$ cat src/rtl/parity_sched_pkg.sv
`default_nettype none
// ----------------------------------------------------------------------------
// Module   : parity_sched_pkg
// Purpose  : Shared types for the parity stream scheduler: the scheduler
//            state encoding, the serial parity tracker state encoding and
//            the tracker next-state helper.
// Revision : 1.0 - initial release
// ----------------------------------------------------------------------------
package parity_sched_pkg;

  // Scheduler control states.
  typedef enum logic [1:0] {
    IDLE  = 2'd0,
    SHIFT = 2'd1,
    DONE  = 2'd2
  } state_t;

  // Parity tracker states, named <ones parity>_<zeros parity>.
  typedef enum logic [1:0] {
    EVEN_EVEN = 2'd0,
    ODD_EVEN  = 2'd1,
    ODD_ODD   = 2'd2,
    EVEN_ODD  = 2'd3
  } par_state_t;

  // A one toggles the ones parity, a zero toggles the zeros parity.
  function automatic par_state_t par_next(input par_state_t cur, input logic bit_in);
    par_state_t nxt;
    nxt = EVEN_EVEN;
    case (cur)
      EVEN_EVEN: nxt = bit_in ? ODD_EVEN  : EVEN_ODD;
      ODD_EVEN:  nxt = bit_in ? EVEN_EVEN : ODD_ODD;
      ODD_ODD:   nxt = bit_in ? EVEN_ODD  : ODD_EVEN;
      EVEN_ODD:  nxt = bit_in ? ODD_ODD   : EVEN_EVEN;
      default:   nxt = EVEN_EVEN;
    endcase
    return nxt;
  endfunction

endpackage
`default_nettype wire

$ cat src/rtl/parity_stream_scheduler_tracker.sv
`default_nettype none
// ----------------------------------------------------------------------------
// Module   : parity_tracker
// Purpose  : Four-state serial parity FSM. Tracks whether the number of ones
//            and the number of zeros seen since the last clear are even.
//            Clear has priority over enable.
// Revision : 1.0 - initial release
// ----------------------------------------------------------------------------
module parity_tracker
  import parity_sched_pkg::*;
(
  input  logic clk,
  input  logic reset_n,
  input  logic clear,
  input  logic enable,
  input  logic in_bit,
  output logic even_ones,
  output logic even_zeros
);

  par_state_t state;
  par_state_t state_next;

  // State register; reset lands in the empty-frame state (both counts even).
  always_ff @(posedge clk or negedge reset_n) begin
    if (!reset_n) begin
      state <= EVEN_EVEN;
    end else begin
      state <= state_next;
    end
  end

  // Next state: clear restarts the count, enable folds in one serial bit.
  always_comb begin
    state_next = state;
    if (clear) begin
      state_next = EVEN_EVEN;
    end else if (enable) begin
      state_next = par_next(state, in_bit);
    end
  end

  // Outputs decoded purely from the current state.
  always_comb begin
    even_ones  = 1'b0;
    even_zeros = 1'b0;
    case (state)
      EVEN_EVEN: begin
        even_ones  = 1'b1;
        even_zeros = 1'b1;
      end
      ODD_EVEN: begin
        even_ones  = 1'b0;
        even_zeros = 1'b1;
      end
      ODD_ODD: begin
        even_ones  = 1'b0;
        even_zeros = 1'b0;
      end
      EVEN_ODD: begin
        even_ones  = 1'b1;
        even_zeros = 1'b0;
      end
      default: begin
        even_ones  = 1'b1;
        even_zeros = 1'b1;
      end
    endcase
  end

endmodule
`default_nettype wire

$ cat src/rtl/parity_stream_scheduler.sv
`default_nettype none
// ----------------------------------------------------------------------------
// Module   : parity_stream_scheduler
// Purpose  : Round-robin arbiter for two frame requesters. The granted frame
//            is serialised LSB first through a parity tracker and the result
//            (requester id, ones-even, zeros-even) is held until consumed.
//            Optional macro PARITY_SCHED_FLUSH_EN adds a flush input that
//            abandons the in-flight frame without touching priority.
// Revision : 1.0 - initial release
// ----------------------------------------------------------------------------
module parity_stream_scheduler
  import parity_sched_pkg::*;
#(
  parameter int WIDTH = 8
) (
  input  logic             clk,
  input  logic             reset_n,
`ifdef PARITY_SCHED_FLUSH_EN
  input  logic             flush,
`endif
  input  logic             req0_valid,
  input  logic [WIDTH-1:0] req0_data,
  output logic             req0_ready,
  input  logic             req1_valid,
  input  logic [WIDTH-1:0] req1_data,
  output logic             req1_ready,
  output logic             res_valid,
  input  logic             res_ready,
  output logic             res_id,
  output logic             res_even_ones,
  output logic             res_even_zeros,
  output logic             busy
);

  // The counter must be able to hold WIDTH itself: the SHIFT state spends
  // WIDTH cycles feeding bits and one more cycle recognising completion,
  // which places res_valid WIDTH+1 edges after the accept edge.
  localparam int               CNT_W    = $clog2(WIDTH + 1);
  localparam logic [CNT_W-1:0] CNT_DONE = CNT_W'(WIDTH);

  state_t           state;
  state_t           state_next;
  logic             prio;       // 0: req0 wins a tie, 1: req1 wins a tie
  logic             grant;      // requester selected in IDLE
  logic             any_valid;
  logic             accept;
  logic             res_hs;
  logic             flush_hit;
  logic             shift_en;
  logic             cnt_full;
  logic [WIDTH-1:0] shreg;
  logic [CNT_W-1:0] cnt;
  logic             id_q;

`ifdef PARITY_SCHED_FLUSH_EN
  assign flush_hit = flush && (state != IDLE);
`else
  assign flush_hit = 1'b0;
`endif

  assign any_valid = req0_valid | req1_valid;
  assign accept    = (state == IDLE) && any_valid;
  assign cnt_full  = (cnt == CNT_DONE);
  assign shift_en  = (state == SHIFT) && !cnt_full && !flush_hit;
  assign res_hs    = (state == DONE) && res_ready && !flush_hit;

  // Arbitration: a lone requester wins, a tie goes to the priority holder.
  always_comb begin
    grant = 1'b0;
    if (req0_valid && req1_valid) begin
      grant = prio;
    end else if (req1_valid) begin
      grant = 1'b1;
    end
  end

  // Control state register.
  always_ff @(posedge clk or negedge reset_n) begin
    if (!reset_n) begin
      state <= IDLE;
    end else begin
      state <= state_next;
    end
  end

  // Next-state logic; flush overrides normal progress outside IDLE.
  always_comb begin
    state_next = state;
    case (state)
      IDLE: begin
        if (any_valid) begin
          state_next = SHIFT;
        end
      end
      SHIFT: begin
        if (flush_hit) begin
          state_next = IDLE;
        end else if (cnt_full) begin
          state_next = DONE;
        end
      end
      DONE: begin
        if (flush_hit || res_ready) begin
          state_next = IDLE;
        end
      end
      default: state_next = IDLE;
    endcase
  end

  // Handshake outputs; ready is gated by reset so it drops immediately.
  always_comb begin
    req0_ready = 1'b0;
    req1_ready = 1'b0;
    res_valid  = 1'b0;
    busy       = 1'b1;
    case (state)
      IDLE: begin
        busy       = 1'b0;
        req0_ready = reset_n && req0_valid && !grant;
        req1_ready = reset_n && req1_valid && grant;
      end
      SHIFT: begin
        busy = 1'b1;
      end
      DONE: begin
        res_valid = 1'b1;
      end
      default: begin
        busy = 1'b1;
      end
    endcase
  end

  // Frame shift register and bit counter.
  always_ff @(posedge clk or negedge reset_n) begin
    if (!reset_n) begin
      shreg <= '0;
      cnt   <= '0;
    end else if (accept) begin
      shreg <= grant ? req1_data : req0_data;
      cnt   <= '0;
    end else if (shift_en) begin
      shreg <= shreg >> 1;
      cnt   <= cnt + 1'b1;
    end
  end

  // Served-requester id and round-robin priority; priority only moves on a
  // completed result handshake, never on flush or reset discard.
  always_ff @(posedge clk or negedge reset_n) begin
    if (!reset_n) begin
      id_q <= 1'b0;
      prio <= 1'b0;
    end else begin
      if (accept) begin
        id_q <= grant;
      end
      if (res_hs) begin
        prio <= ~id_q;
      end
    end
  end

  assign res_id = id_q;

  parity_tracker u_tracker (
    .clk        (clk),
    .reset_n    (reset_n),
    .clear      (accept),
    .enable     (shift_en),
    .in_bit     (shreg[0]),
    .even_ones  (res_even_ones),
    .even_zeros (res_even_zeros)
  );

endmodule
`default_nettype wire

$ cat config.mk
export PLATFORM = sky130hd
export DESIGN_NAME = parity_stream_scheduler
export DESIGN_NICKNAME = d
export VERILOG_FILES = /design/src/rtl/parity_sched_pkg.sv /design/src/rtl/parity_stream_scheduler_tracker.sv /design/src/rtl/parity_stream_scheduler.sv
export SDC_FILE = /design/constraint.sdc
export NUM_CORES = 1
export LEC_CHECK = 0
export ABC_AREA = 1
export CAP_MARGIN = 10
export CORE_MARGIN = 2
export CORE_UTILIZATION = 46
export CTS_BUF_LIST = sky130_fd_sc_hd__clkbuf_8
export DETAILED_ROUTE_END_ITERATION = 12
export PLACE_DENSITY = 0.81
export SETUP_SLACK_MARGIN = 0.15
export SYNTH_ARGS = -nofsm -noshare
export SYNTH_HDL_FRONTEND = slang
export SYNTH_SLANG_ARGS = --single-unit
$ cat constraint.sdc
create_clock -name clk -period 1.19 [get_ports clk]
set_clock_uncertainty 0.05 [all_clocks]
set_input_delay 0.357 -clock clk [delete_from_list [all_inputs] [get_ports clk]]
set_output_delay 0.357 -clock clk [all_outputs]
set_load 0.005 [all_outputs]
---- Word level (Yosys, flattened, before mapping) ----
Index checks and enable logic that the tools add are counted.
word-level totals
  flip-flop bits (word level) ............. 18
  bits of input ports ..................... 21
  output and inout bits ................... 7
  word-level logic and storage cells ...... 60
cells by class
  $add $sub $neg .......................... 1
  equality and inequality tests ........... 9
  mux-type cells .......................... 24
  bitwise gates (word level) .............. 2
  reduce and logical (&&, ||, !) cells .... 18
operators with widths
  cell                                                                   number
  8-bit 2-to-1 mux                                                       3
  2-bit 2-to-1 mux                                                       9
  1-bit logical AND                                                      8
  4-bit 2-to-1 mux                                                       2
  2-bit case mux with 4 select lines                                     1
  2-bit OR reduction                                                     4
  2-bit equality test, second input constant                             3
  1-bit 2-to-1 mux                                                       6
  2-bit != test, second input constant                                   3
  2-bit case mux with 3 select lines                                     1
  4-bit by 1-bit adder with 4-bit output, second input constant          1
  2-bit by 1-bit equality test with 1-bit output, second input constant  2
  4-bit equality test, second input constant                             1
  2-bit zero test                                                        2
  1-bit case mux with 2 select lines                                     2
  3-bit AND reduction                                                    1
  1-bit zero test                                                        2
  2-bit nonzero test                                                     1
  1-bit NOT                                                              1
  1-bit bitwise OR                                                       1

---- Logic depth before layout (Yosys ltp) ----
Gate-level depths: netlist of the first run.
  word-level depth ........................ 5
  depth in mapped cells ................... 8
  depth with buffers taken out ............ 8

---- Cells and area by module ----
A second synthesis of the first run with hierarchy kept.
unflattened totals
  cells, all modules ...................... 167
  area, all modules ....................... 1183.6 µm²
modules (own cells, without submodules)
  module                   times used  cells an instance  area each (µm²)  seq. area each (µm²)
  parity_stream_scheduler  1           142                993.5            400.4
  parity_tracker           1           25                 190.2            50.0

---- Least setup slack after synthesis of the first run ----
No wires, ideal clock.
  path kind ............................... register to output
  from .................................... register prio
  to ...................................... output port req1_ready
  data arrival time ....................... 904 ps
  data required time ...................... 783 ps
  path slack .............................. -121 ps
  stages on the path, launching flop included .. 7
  path buffers ............................ 0
  cell sequence ........................... dfrtp_1 -> inv_1 -> nand2_2 -> nand2_1 -> inv_1 -> nand2_1 -> nor2_1
between the ends
  word-level cells in the longest chain between the ends .. 3
RTL lines
  item                    RTL line                        text
  start, declared         parity_stream_scheduler.sv:43   logic prio;
  start signal, assigned  parity_stream_scheduler.sv:160  prio <= ~id_q;
  1-bit 2-to-1 mux        parity_stream_scheduler.sv:70   if (req0_valid && req1_valid) begin
  1-bit logical AND       parity_stream_scheduler.sv:121  req1_ready = reset_n && req1_valid && grant;
  1-bit 2-to-1 mux        parity_stream_scheduler.sv:117  case (state)
  end, declared           parity_stream_scheduler.sv:26   output logic req1_ready,
Every way passes these cells.

---- Worst setup path after layout of the first run ----
  from .................................... register state[0]
  to ...................................... output port req0_ready
between the ends
  word-level cells in the longest chain between the ends .. 2
RTL lines
  item                    RTL line                        text
  start, declared         parity_stream_scheduler.sv:41   state_t state;
  start signal, assigned  parity_stream_scheduler.sv:82   state <= state_next;
  2-bit zero test         parity_stream_scheduler.sv:117
  1-bit 2-to-1 mux        parity_stream_scheduler.sv:117
  end, declared           parity_stream_scheduler.sv:23   output logic req0_ready,
Every way passes these cells.

==> results of run 1 <==
[cell families after synthesis]
family	count (synthesis)	share of synthesized area (%)
buf+inv	31	12.4
simple gates	61	26.2
flops	18	39.1
fa+ha+maj	6	6.51
xor+xnor	1	0.760
compound gates	27	15.1
[where the power goes]
group          switching (µW)  internal, µW  total [µW]
Combinational            1870          1840        3710
Sequential                295           915        1210
Clock                     221           295         516
[path summary, 6_finish.rpt]
| check | to | depth (start not counted) |
|---|---|---|
| min in group clk | prio$_DFFE_PN0P_ | 2 |
| min reg2reg | prio$_DFFE_PN0P_ | 2 |
| max in group asynchronous | u_tracker.state[1]$_DFFE_PN0P_ | 2 |
| min | state[0]$_DFFE_PN0P_ | 2 |
| max reg2reg | shreg[2]$_DFFE_PN0P_ | 9 |
| max | req0_ready | 5 |
[sequential cells by signal, indices dropped and copies added, names as in the netlist]
| name | flops |
|---|---|
| res_id | 1 |
| prio | 1 |
| cnt | 4 |
| u_tracker.state | 2 |
| shreg | 8 |
| state | 2 |
[Yosys cell counts]
cell type	n
inv_1	25
nand3_1	19
dfrtp_1	18
nand2_1	18
nor2_1	11
o21ai_1	9
nor2_2	7
ha_1	6
o21ai_2	5
a21oi_2	4
o21ai_0	4
a21oi_1	3
buf_6	3
inv_2	2
nand2_2	2
nor3_1	2
buf_4	1
nand2_4	1
nor2_8	1
o21a_1	1
o21bai_1	1
xor2_1	1
[repair_timing]
item                                    4_1_cts  5_1_grt
setup buffers                                 9        4
endpoints found under the setup margin       25       25
hold endpoints to repair                      0        0
pin swaps                                    10        8
resized for setup                            62       11
gates cloned                                  2        1
[worst max-delay path: stages, from the launching register on]
cell	delay, ns
dfrtp_1	0.42
nor2_4	0.14
buf_6	0.11
nand3_2	0.05
nor2_2	0.10
buf_2	0.13
[placed cells by master, fill, tap and decap left out, types with 4 or more instances in the layout]
cell             instances
a21oi_2                  4
buf_2                    7
buf_4                   28
buf_6                   10
clkbuf_8                 4
clkdlybuf4s50_1         17
dfrtp_1                 17
inv_1                   16
inv_2                    9
nand2_1                 16
nand3_1                 14
nand3_2                  5
nor2_1                   5
nor2_2                   5
nor2_4                   9
o21ai_1                  6
o21ai_2                  7
[routing by layer]
layer / track usage [%] / vias to the layer above / routed length [µm]
met4: 14.6 / 0 / 96
met1: 28.8 / 624 / 1420
met5: 0 / - / 0
li1: - / 598 / -
met3: 3.33 / 9 / 97
met2: 53.5 / 37 / 2220
[cell type report]
cell class | instances | area share [%]
multi-input combinational | 97 | 39.2
inverter | 27 | 5.28
clock buffer | 4 | 2.73
timing repair buffer | 66 | 28.5
tap | 30 | 1.86
sequential | 18 | 22.4
[per-stage QoR]
step | utilization [%] | hold slack [ns] | setup TNS, ns
final | 82.8 | 0.181 | -7.45
after global routing | 82.8 | 0.209 | -9.12
after CTS | 79.4 | 0.183 | -7.14
after detailed placement | 69.8 | 0.483 | -12.44
after global placement | 69.8 | 0.442 | -11.79
after floorplan | - | 0.0114 | -0.228
==> flow_summary_export.csv, run 1 <==
group,metric,value,unit
critical_path,cp-end-kind,"output pin",
drt,drtAntennaViolNets,0,
grt,grt_pass1_wl,5700,µm
drt,num_vias,1268,
layout,final_cells,242,
place,portBuffers,27,
drt,post_drt_wl_per_cell,15.8,µm
floorplan,placeableCoreArea,0.00243,mm²
timing,hold_viol_final,0,
job,maxCapViolCount,0,
timing,worst_slew_pin_slew,0.347,ns
power_and_ir_drop,power-per-cell-area,2700,mW/mm²
floorplan,num_rows,18,
timing,period_needed,1.62,ns
yosys,synth-seq-cells,18,
grt,grt_pass1_vias,1275,
place,gp_congestion,0.806,
timing,rsz0062_at_grt,"true",
floorplan,die-width,54.1,µm
yosys,synth.distinct_cells,22,
layout,seq_area,452,µm²
floorplan,io_pins,28,
grt,grt_usage,27.7,%
min_path,min_path_type,"in -> async",
yosys,synth_cells,144,
floorplan,initial_utilization,47.4,%
layout,multi_input_area,790,µm²
drt,drt-initial-drc-count,26,
yosys,synth_top_area_share,39.1,%
place,placed_cell_area,0.00170,mm²
place,dpl_worst_slack,-0.951,ns
yosys,syn-cell-area,0.00115,mm²
yosys,synth_warnings,0,
grt,antenna_found_initial,0,
layout,finalInstanceArea,0.00201,mm²
timing,relSlewSlack,76.9,%
timing,fin_ws,-0.426,ns
outcome,violations,"setup timing",
cts,cts_hold_buf,0,
critical_path,worst_ep_arrival_time,1.21,ns
layout,nets,240,
cts,root_buffer,"clkbuf_8",
timing,setup_violations,24,
yosys,synth_area_leader_cell,"dfrtp_1",
cts,cts_tree,"done",
cts,clock_latency,0.26,ns
yosys,synth_nets,171,
grt,grt.overflow.total,0,
power_and_ir_drop,ir_worst_vdd,1.88,mV
cts,path_clk_slew,0.07,ns
drt,drc,0,
critical_path,worstReg2RegStart,"state[0]$_DFFE_PN0P_",
critical_path,startpoint_type,"flop",
critical_path,r2r_setup_slack,-0.38,ns
layout,layout-drive-gt1-share,50.0,%
yosys,syn_avg_cell_area,8.00,µm²
cts,max-clock-path-buffers,2,
critical_path,cp-startpoint,"state[0]$_DFFE_PN0P_",
place,hpwl,2180,µm
critical_path,required,0.78,ns
drt,first_pass_iters,4,
layout,antenna_cells,0,
layout,area_growth,74.8,%
critical_path,crit_fanout,2,
outcome,status,"finished with violations",
yosys,ys_seq_area_share,39.1,%
place,dpl.cell_count,222,
cts,htreeDepth,1,
yosys,yosys-top-cells-area,"dfrtp_1 39%, nand3_1 8.3%, inv_1 8.1%, ha_1 6.5%, nand2_1 5.9%",
timing,fmax,619,MHz
drt,wl,3830,µm
timing,timing.final.crit_share,136,%
power_and_ir_drop,p_leak,0.000953,µW
critical_path,critPathKind,"reg -> out",
floorplan,die_area,0.00292,mm²
cts,numCtsBuffers,3,
power_and_ir_drop,p_total,5430,µW
floorplan,fp.dieH,54.1,µm
cts,cts_sinks,18,
grt,grt_max_degree,11,
drt,viasPerCell,5.24,
layout,fill_cells,146,
timing,finalMaxSlewViolations,0,
(Power assumes the default switching activity.)
==> run 2: changes to the inputs <==
--- a/config.mk
+++ b/config.mk
@@ -10,6 +10,7 @@
 export CORE_MARGIN = 2
 export CORE_UTILIZATION = 46
 export CTS_BUF_LIST = sky130_fd_sc_hd__clkbuf_8
+export CTS_CLUSTER_SIZE = 8
 export DETAILED_ROUTE_END_ITERATION = 12
 export PLACE_DENSITY = 0.81
 export SETUP_SLACK_MARGIN = 0.15
==> results of run 2 <==
Same layout as run 1: the final DEF is identical, and so are final timing and power.
==> run 3: changes to the inputs <==
--- a/config.mk
+++ b/config.mk
@@ -7,13 +7,15 @@
 export LEC_CHECK = 0
 export ABC_AREA = 1
 export CAP_MARGIN = 10
+export CELL_PAD_IN_SITES_DETAIL_PLACEMENT = 2
+export CELL_PAD_IN_SITES_GLOBAL_PLACEMENT = 2
 export CORE_MARGIN = 2
-export CORE_UTILIZATION = 46
+export CORE_UTILIZATION = 25
 export CTS_BUF_LIST = sky130_fd_sc_hd__clkbuf_8
-export CTS_CLUSTER_SIZE = 8
 export DETAILED_ROUTE_END_ITERATION = 12
-export PLACE_DENSITY = 0.81
+export PLACE_DENSITY = 0.8
 export SETUP_SLACK_MARGIN = 0.15
 export SYNTH_ARGS = -nofsm -noshare
 export SYNTH_HDL_FRONTEND = slang
+export SYNTH_HIERARCHICAL = 1
 export SYNTH_SLANG_ARGS = --single-unit
==> flow_summary_export.csv, run 3 <==
group,metric,value,unit
critical_path,critical-path-top-delay-family,"flip-flops",
yosys,synth_top_area_share,38.1,%
layout,nets,274,
layout,area_growth,94.6,%
cts,cts_tree,"done",
timing,timing.final.crit_share,143,%
yosys,ys_seq_area_share,38.1,%
drt,viasPerCell,4.64,
yosys,synth.most_common_cell,"nand2_1",
critical_path,critPathKind,"reg -> out",
yosys,synth_warnings,6,
power_and_ir_drop,p_leak,0.00114,µW
timing,hold_viol_final,0,
timing,fmax,588,MHz
outcome,violations,"setup timing",
layout,layout-drive-gt1-share,52.4,%
floorplan,die_area,0.00530,mm²
layout,reg_top3,"shreg: 8 flops, cnt: 4 flops",
cts,numCtsBuffers,3,
yosys,synth_area_leader_cell,"dfrtp_1",
timing,fin_hold_ws,0.239,ns
place,portBuffers,27,
floorplan,initial_utilization,25.6,%
timing,finalMaxSlewViolations,0,
cts,cts_sinks,18,
drt,drtAntennaViolNets,0,
critical_path,crit_fanout,3,
cts,htreeDepth,1,
yosys,synth_nets,194,
cts,path_clk_slew,0.09,ns
drt,first_pass_iters,6,
critical_path,slowest_delay,0.40,ns
critical_path,cp-end-kind,"output pin",
cts,cts_hold_buf,0,
yosys,ys.flop_type,"dfrtp_1",
critical_path,path_cells,"buf_6 -> nor2_4 -> nand3_2 -> nor2_2 -> buf_2",
layout,largest_reg_flops,8,
floorplan,io_pins,28,
min_path,min_path_type,"in -> async",
critical_path,startpoint_type,"flop",
floorplan,fp.dieH,72.8,µm
timing,fin_ws,-0.511,ns
grt,grt_pass1_wl,7980,µm
drt,num_vias,1392,
grt,grt_usage,20.7,%
critical_path,required,0.78,ns
place,dpl.cell_count,271,
cts,max-clock-path-buffers,2,
floorplan,placeableCoreArea,0.00463,mm²
timing,period_needed,1.70,ns
layout,final_cell_mix,"35 x nand2_1, 26 x buf_4, 24 x buf_6",
timing,relSlewSlack,81.3,%
layout,antenna_cells,0,
yosys,synth_edf_count,0,
outcome,status,"finished with violations",
critical_path,critPathSlowestCell,"dfrtp_1",
power_and_ir_drop,ir_worst_vdd,0.787,mV
cts,root_buffer,"clkbuf_8",
yosys,syn-cell-area,0.00118,mm²
layout,top_register,"shreg",
yosys,yosys-top-cells-count,"50 x nand2_1, 29 x inv_1, 18 x dfrtp_1",
floorplan,die-width,72.8,µm
yosys,synth_cells,167,
job,maxCapViolCount,0,
grt,antenna_found_initial,0,
cts,clock_latency,0.27,ns
grt,grt_max_degree,15,
layout,final_cells,300,
drt,drt-initial-drc-count,62,
drt,wl,5830,µm
timing,setup_violations,25,
yosys,synth-seq-cells,18,
power_and_ir_drop,power-per-cell-area,2620,mW/mm²
grt,grt_pass1_vias,1556,
layout,fill_cells,514,
yosys,yosys-top-cells-area,"dfrtp_1 38%, nand2_1 16%, inv_1 9.2%, nand3_1 6.8%, ha_1 6.3%",
drt,drc,0,
critical_path,worst_ep_arrival_time,1.29,ns
place,gp_congestion,0.709,
place,hpwl,2990,µm
yosys,synth.distinct_cells,23,
timing,rsz0062_at_grt,"true",
floorplan,num_rows,25,
critical_path,cp_num_buf_inv,2,
yosys,synth-async-reset-ratio,100,%
layout,final_util,49.8,%
grt,grt.overflow.total,0,
drt,post_drt_wl_per_cell,19.4,µm
timing,worst_slew_pin_slew,0.280,ns
yosys,syn_avg_cell_area,7.09,µm²
layout,layout_commonest_cell,"nand2_1",
==> run 3: cell count changes in the layout (fill, tap and decap cells not counted), sizes merged, moves of 3 or more <==
cell	delta
buf	+10
o21ai	-10
inv	+4
nand2	+34
nand3	-3
a21oi	-5
==> run 3: routing by layer <==
metal  GRT usage (%)  share of wire, %  vias up
met2            40.2                57       24
li1                -                 -      669
met5               0                 0        -
met3            4.42               1.8       10
met4            6.79               1.5        0
met1            21.7                39      689
==> run 3: final cells by class <==
cell class,count,area (µm²),area share [%]
timing repair buffer,78,737,32.0
sequential,18,452,19.6
inverter,31,126,5.49
tap,54,67.6,2.93
multi-input combinational,115,866,37.6
clock buffer,4,55.1,2.39
==> run 3: cells by family (layout without fill, tap and decap cells) <==
| kind of cell | after synthesis | after routing | share of synthesized area [%] |
|---|---|---|---|
| buf+inv | 34 | 113 | 12.4 |
| simple gates | 96 | 96 | 36.6 |
| flops | 18 | 18 | 38.1 |
| compound gates | 13 | 13 | 6.66 |
| fa+ha+maj | 6 | 6 | 6.34 |
==> run 3: report_power, final <==
part / internal (µW) / switching, µW / leakage [µW]
clock network: 296 / 266 / 0.0000288
logic: 2140 / 2230 / 0.000890
registers: 892 / 224 / 0.000226
==> run 3: path summary, 6_finish.rpt <==
path | startpoint | to | slack, ns | cells after the start
worst max-delay path | state[1]$_DFFE_PN0P_ | req0_ready | -0.51 | 5
worst min-delay path | reset_n | shreg[4]$_DFFE_PN0P_ | 0.24 | 2
worst max register to register | state[0]$_DFFE_PN0P_ | shreg[2]$_DFFE_PN0P_ | -0.47 | 11
worst min register to register | shreg[6]$_DFFE_PN0P_ | shreg[6]$_DFFE_PN0P_ | 0.44 | 2
max in group asynchronous | reset_n | u_tracker/state[1]$_DFFE_PN0P_ | 0.66 | 2
min in group clk | shreg[6]$_DFFE_PN0P_ | shreg[6]$_DFFE_PN0P_ | 0.44 | 2
==> run 3: metrics by stage <==
| step | total power [µW] | area [µm²] | worst slack [ns] | TNS [ns] |
|---|---|---|---|---|
| 3_3_place_gp | 3540 | 1760 | -0.938 | -12.67 |
| 4_1_cts | 4900 | 2050 | -0.514 | -8.01 |
| 5_1_grt | 6460 | 2300 | -0.547 | -9.88 |
| 3_5_place_dp | 3680 | 1760 | -0.994 | -13.58 |
| 2_1_floorplan | 2530 | 1240 | -0.0345 | -0.260 |
| 6_report | 6050 | 2300 | -0.511 | -8.41 |
==> run 3: repair_timing <==
item                       CTS  global route
pin swaps                    8            26
cloned                       1             0
setup endpoints to repair   25            25
hold endpoints to repair     0             0
resized for setup           63            55
buffers inserted            16             8
==> edit, RTL diff (config.mk and constraints of run 2) <==
Change the parameter `WIDTH` from 8 to 4.
--- a/src/rtl/parity_stream_scheduler.sv
+++ b/src/rtl/parity_stream_scheduler.sv
@@ -13,3 +13,3 @@
 #(
-  parameter int WIDTH = 8
+  parameter int WIDTH = 4
 ) (
Interface: changed (resized req0_data and req1_data); port bits go from 28 to 20. The function was not compared with the original's and may differ.
==> edit against run 2 <==
  * The run now fails in clock tree synthesis
  * Synthesized cell count shrank 35%
  * Synthesized area shrank 31%
==> edit: results (changes against run 2) <==
Parameter                              Value

Logic synthesis
  Most frequent cells after synthesis ... sky130_fd_sc_hd__inv_1, sky130_fd_sc_hd__nand2_1, sky130_fd_sc_hd__dfrtp_1, sky130_fd_sc_hd__nand3_1, sky130_fd_sc_hd__nor2_1
  Syn_nets ... 112 (-35%)
  Async SR Flop Fraction ... 1.00 (unchanged)
  Yosys reg bits ... 13 (-5)
  Top post-synthesis cells by area ... sky130_fd_sc_hd__dfrtp_1, sky130_fd_sc_hd__ha_1, sky130_fd_sc_hd__inv_1
  Number of distinct standard cells referenced by the synthesized netlist ... 19 (-14%)
  Syn. warnings ... 0 (unchanged)
  Sequential area share after synthesis ... 0.411 (+0.0199)

Die
  Row cnt ... 14 (-4)

Clock network
  CTS max path bufs ... 2 (unchanged)
  Maximum level of the CTS H-tree ... 1 (unchanged)
  Cells resized by post-CTS repair ... 67 (+8.1%)
  Number of buffers created by CTS ... 3 (unchanged)
  Number of setup buffers added after CTS ... 19 (+10)
  Clk root buf ... sky130_fd_sc_hd__clkbuf_8

Placement
  Placement-stage cell area ... 1210 um2 (-29%)
  Detailed placer's ending HPWL ... 1460 um (-33%)
  Routability congestion estimate from global placement ... 0.755 (-6.4%)
  Port-buffer cells ... 19 (-30%)

Outcome
  Err ... [ERROR DPL-0033] detailed placement checks failed during check placement.
  Failing step ... clock tree synthesis
  Outcome ... did not finish
-- edit: metrics by stage --
step	hold slack [ns]	TNS (ns)	worst slack [ns]	std cells
after detailed placement	0.442	-7.84	-0.904	149
after global placement	0.423	-7.52	-0.871	149
after floorplan	0.0114	0	0.00796	94
-- edit: cells by family after synthesis --
group / share of synthesized area
compound gates: 0.145
xor+xnor: 0.0111
fa+ha+maj: 0.0790
buf+inv: 0.0853
flops: 0.411
simple gates: 0.269
